File: config.mk
export PLATFORM = sky130hd
export DESIGN_NAME = math
export DESIGN_NICKNAME = d
export VERILOG_FILES = /design/src/rtl/math_pkg.sv /design/src/rtl/math_sat.sv /design/src/rtl/math.sv
export SDC_FILE = /design/constraint.sdc
export NUM_CORES = 1
export LEC_CHECK = 0
export ABC_AREA = 1
export BUFFER_PORTS_ARGS = -buffer_cell sky130_fd_sc_hd__buf_4
export CAP_MARGIN = 10
export CORE_ASPECT_RATIO = 0.6
export CORE_MARGIN = 2
export CORE_UTILIZATION = 55
export CTS_BUF_LIST = sky130_fd_sc_hd__clkbuf_8
export DETAILED_ROUTE_END_ITERATION = 10
export GPL_ROUTABILITY_DRIVEN = 0
export GPL_TIMING_DRIVEN = 1
export PLACE_DENSITY = 0.7
export SLEW_MARGIN = 10
export SYNTH_ARGS = -nofsm -noshare
export SYNTH_HDL_FRONTEND = slang
export SYNTH_HIERARCHICAL = 1
export SYNTH_SLANG_ARGS = --single-unit
File: constraint.sdc
create_clock -name clk -period 8.2 [get_ports clk]
set_input_delay 0 -clock clk [delete_from_list [all_inputs] [get_ports clk]]
set_output_delay 0 -clock clk [all_outputs]
set_load 0.05 [all_outputs]
File: src/rtl/math_pkg.sv
// Shared widths and saturation bounds for the signed Q1.8 gain multiplier.
package math_pkg;
    localparam int A_W    = 9;
    localparam int B_W    = 12;
    localparam int P_W    = 12;
    localparam int FRAC   = 8;
    localparam int PROD_W = A_W + B_W;

    // Bounds held at full product width so the shifted value compares without truncation.
    localparam logic signed [PROD_W-1:0] S_MAX = PROD_W'(2 ** (P_W - 1) - 1);
    localparam logic signed [PROD_W-1:0] S_MIN = ~S_MAX;

    localparam logic signed [P_W-1:0] P_MAX = S_MAX[P_W-1:0];
    localparam logic signed [P_W-1:0] P_MIN = S_MIN[P_W-1:0];
endpackage

File: src/rtl/math_sat.sv
// Combinational floor-shift of the full product by FRAC followed by clamp to P_W bits.
module math_sat
    import math_pkg::*;
(
    input  logic signed [PROD_W-1:0] prod,
    output logic signed [P_W-1:0]    sat
);
    logic signed [PROD_W-1:0] shifted;

    always_comb begin
        shifted = prod >>> FRAC;
        if (shifted > S_MAX) begin
            sat = P_MAX;
        end else if (shifted < S_MIN) begin
            sat = P_MIN;
        end else begin
            sat = shifted[P_W-1:0];
        end
    end
endmodule

File: src/rtl/math.sv
// Two-stage signed gain multiplier: exact product register, then shift/saturate into p.
module math
    import math_pkg::*;
(
    input  logic                  clk,
    input  logic                  reset,
    input  logic                  in_valid,
    input  logic signed [A_W-1:0] a,
    input  logic signed [B_W-1:0] b,
    output logic                  out_valid,
    output logic signed [P_W-1:0] p
);
    logic signed [PROD_W-1:0] a_ext;
    logic signed [PROD_W-1:0] b_ext;
    logic signed [PROD_W-1:0] prod_next;
    logic signed [PROD_W-1:0] prod_reg;
    logic                     valid1_reg;
    logic signed [P_W-1:0]    sat_next;
    logic signed [P_W-1:0]    p_reg;
    logic                     out_valid_reg;

    // Full-width operands make the product exact at PROD_W bits.
    assign a_ext     = $signed({{B_W{a[A_W-1]}}, a});
    assign b_ext     = $signed({{A_W{b[B_W-1]}}, b});
    assign prod_next = a_ext * b_ext;

    math_sat u_sat (
        .prod (prod_reg),
        .sat  (sat_next)
    );

    always_ff @(posedge clk) begin
        if (reset) begin
            prod_reg      <= '0;
            valid1_reg    <= 1'b0;
            p_reg         <= '0;
            out_valid_reg <= 1'b0;
        end else begin
            valid1_reg    <= in_valid;
            out_valid_reg <= valid1_reg;
            // Idle cycles leave both data registers untouched so p keeps the last result.
            if (in_valid) begin
                prod_reg <= prod_next;
            end
            if (valid1_reg) begin
                p_reg <= sat_next;
            end
        end
    end

    assign out_valid = out_valid_reg;
    assign p         = p_reg;
endmodule

Word level (Yosys, flattened, before mapping) --
Index checks and enable logic that the tools add are counted.
Storage, ports and cells: register bits 35, input port bits 24, logic and storage cells 9
Operators by class: multiplexer cells 2, multiply operators 1, order comparisons 2
Operators with widths (number):
- $mux W12 | 2
- $mul A9 B12 Y21 | 1
- $gt A13 B12 Y1 const B | 1
- $lt A13 B12 Y1 const B | 1

Logic depth before layout (Yosys ltp) --
depth in word-level cells 3, depth in mapped cells 24, mapped depth without buffers 23

By module --
The synthesis kept the hierarchy.
By module, submodules not included:
- math | times used 1, area an instance 5400.2 µm², sequential area each 700.7 µm², cells an instance 719
- math_sat | times used 1, area an instance 120.1 µm², sequential area each 0.0 µm², cells an instance 29

Worst setup path before layout --
OpenSTA, ideal clock, no wires.
kind input-to-reg, start in b[11], end reg prod_reg[18], buffers on the path 1, stages on the path 21, required time 8083 ps, library setup time 117 ps, arrival 4140 ps, slack 3942 ps, cell sequence clkbuf_1 nand2_1 inv_1 fa_1 inv_1 fa_1 inv_1 fa_1 inv_1 fa_1 inv_1 ha_1 ha_1 nand2_2 nor2_1 inv_1 o21a_1 nand3_1 nand2_1 nor2_1 nor2_1
On the way: word-level cells in the longest chain between the ends 1
RTL lines:
- from (decl) | RTL line math.sv:9 | input logic signed [B_W-1:0] b,
- $mul A9 B12 Y21 | RTL line math.sv:25 | assign prod_next = a_ext * b_ext;
- to (signal assigned) | RTL line math.sv:43 | prod_reg <= prod_next;
- to (decl) | RTL line math.sv:16 | logic signed [PROD_W-1:0] prod_reg;
No other way between the ends. A chain may end at the register's enable or synchronous reset.

Worst setup path in the final report --
start in a[8], end reg prod_reg[15]
On the way: word-level cells in the longest chain between the ends 1
RTL lines:
- from (decl) | RTL line math.sv:8 | input logic signed [A_W-1:0] a,
- $mul A9 B12 Y21 | RTL line math.sv:25
No other way between the ends.

==> results.toml <==
[layout]
layout_commonest_cell = "nand2_1"
nNetsFinal = 881
antennaDiodeCount = 0
synthToLayoutAreaGrowth_pct = 6.15
drive_gt1_frac = 0.0929
most-common-layout-cells = "nand2_1 (176), inv_1 (173), fa_1 (91), nor2_1 (70), ha_1 (44)"
largest_register_ffs = 13

[clock_network]
htreeDepth = 1
cts_tree = "yes"
post-cts-setup-buffers = 0
numCtsBuffers = 3
clock_latency_ns = 0.27
cts_resized = 0
clockBufferDepth = 2
cts_hold_buf = 0
cts-root-buf = "clkbuf_8"
cts_sinks = 27
clk_pin_slew_ns = 0.08

[placed_design]
dp_hpwl_um = 9350
io_buffers = 36

[logic_synthesis]
postSynthCellCount = 714
syn_nets = 873
synthesis.area_um2 = 5250
avgSynthCellArea_um2 = 7.35
ys_warn_count = 6

[global_routing]
grt_pass1_vias = 4371
track_usage = 0.243
grt_max_degree = 23
grt_pass1_wl_um = 20100
antenna_found_initial = 0
overflow = 0

[worst_hold_path]
worstHoldStart = "reset"
hold_class = "primary input to flip-flop"

[detailed_routing]
wl_per_cell_um = 12.7
drt_pass1_iterations = 5
drc_errors = 0
num_vias = 4219
ant_nets = 0
drtIter0Drc = 311
vias_per_cell = 4.96
routed_wirelength_um = 10800

[critical_path]
worstSetupPathType = "primary input to flip-flop"
crit_family = "adder cells"
cp_data_required_time_ns = 8.38
path_common_cell = "fa_1"
reg2reg_to = "p[0]"
cp_slowest_stage_delay_ns = 0.57
start_kind = "primary input"
endpoint = "prod_reg[15]"
crit_cells = 20
path_cells = "buf_4, inv_1, or2_2, fa_1, fa_1, inv_1, fa_1, fa_1, fa_1, ha_1, a21oi_1, nand2_2, nand2_1, nand3_2, nand2_2, nand2_1, nand2_1, nand3_1, nand2_1, inv_1"
cp.arrival_ns = 4.49
path_max_fanout = 12
cp_slowest_cell = "fa_1"
path_buf_inv = 4
cp-end-kind = "flip-flop"
setup.worst_path.start = "a[8]"
reg2reg_setup_slack_ns = 6.90
ff2ff_path_depth = 3
r2r_start = "valid1_reg"

[floorplan]
die-area_um2 = 10400
fp.dieH_um = 79.7
fp-row-count = 27
initial_core_util = 0.569
core-area_um2 = 9220
die_x_um = 130
boundaryPins = 37

[power]
leakagePower_uw = 0.00341
irDropWorstVdd_uv = 228
p_clk_frac = 0.036
p_sw_uw = 1140
sequentialPowerShare = 0.092
power_uw = 1980
power_frac_comb = 0.872
power.internal_uw = 843
swShare = 0.575
powerDensity_nw_per_um2 = 356

[timing]
finalHoldViolations = 0
fmax_ghz = 0.232
slew-limit-headroom = 0.737
setup_viol = 0
setup_tns_ns = 0
tightest_slew_ns = 0.394
rsz0062_at_grt = "no"
min_period_ns = 4.32
period_share = 0.526
skew_ns = 0.00263
slew_violations = 0

[run]
drv_cap = 0

[run_status]
outcome = "completed"
## worst min-delay path by stage
stage / endpoint / slack [ns] / cells past startpoint
floorplan: prod_reg[10] / 0.16 / 3
CTS: valid1_reg / 0.01 / 2
finish: out_valid / 0.02 / 2
global placement: valid1_reg / 0.30 / 2
detailed placement: valid1_reg / 0.31 / 2
global route: out_valid / 0.03 / 2
## metal layers
layer,routed length [um],share of wire,global-route usage
met5,0,0,0
met1,5350,0.50,0.364
met4,92,0.0085,0.0280
met3,873,0.081,0.0603
met2,4490,0.42,0.369
## area by class of cell
type                       count  area, um2
fill                         826       3650
clock inverter                 1       3.75
clock buffer                   3       41.3
multi-input combinational    479       3890
timing repair buffer          36        270
inverter                     175        657
tap                          130        163
sequential                    27        541
## metrics by stage
step	instances	setup WS, ns	area, um2	hold slack, ns	utilization
after global routing	851	3.59	5570	0.0279	0.604
after global placement	847	3.71	5520	0.301	0.599
after detailed placement	847	3.59	5520	0.309	0.599
final	851	3.88	5570	0.0184	0.604
after CTS	851	3.88	5570	0.0149	0.604
after floorplan	714	3.94	5250	0.160	-
## power groups by stage
stage / clock [uW] / sequential, uW / combinational [uW]
3_5_place_dp: 0 / 185 / 1710
5_1_grt: 81.1 / 186 / 2020
4_1_cts: 75.4 / 182 / 1730
6_report: 72.3 / 182 / 1730
3_3_place_gp: 0 / 184 / 1680
2_1_floorplan: 0 / 202 / 1350
No activity file was read; power rests on OpenSTA's default activity.
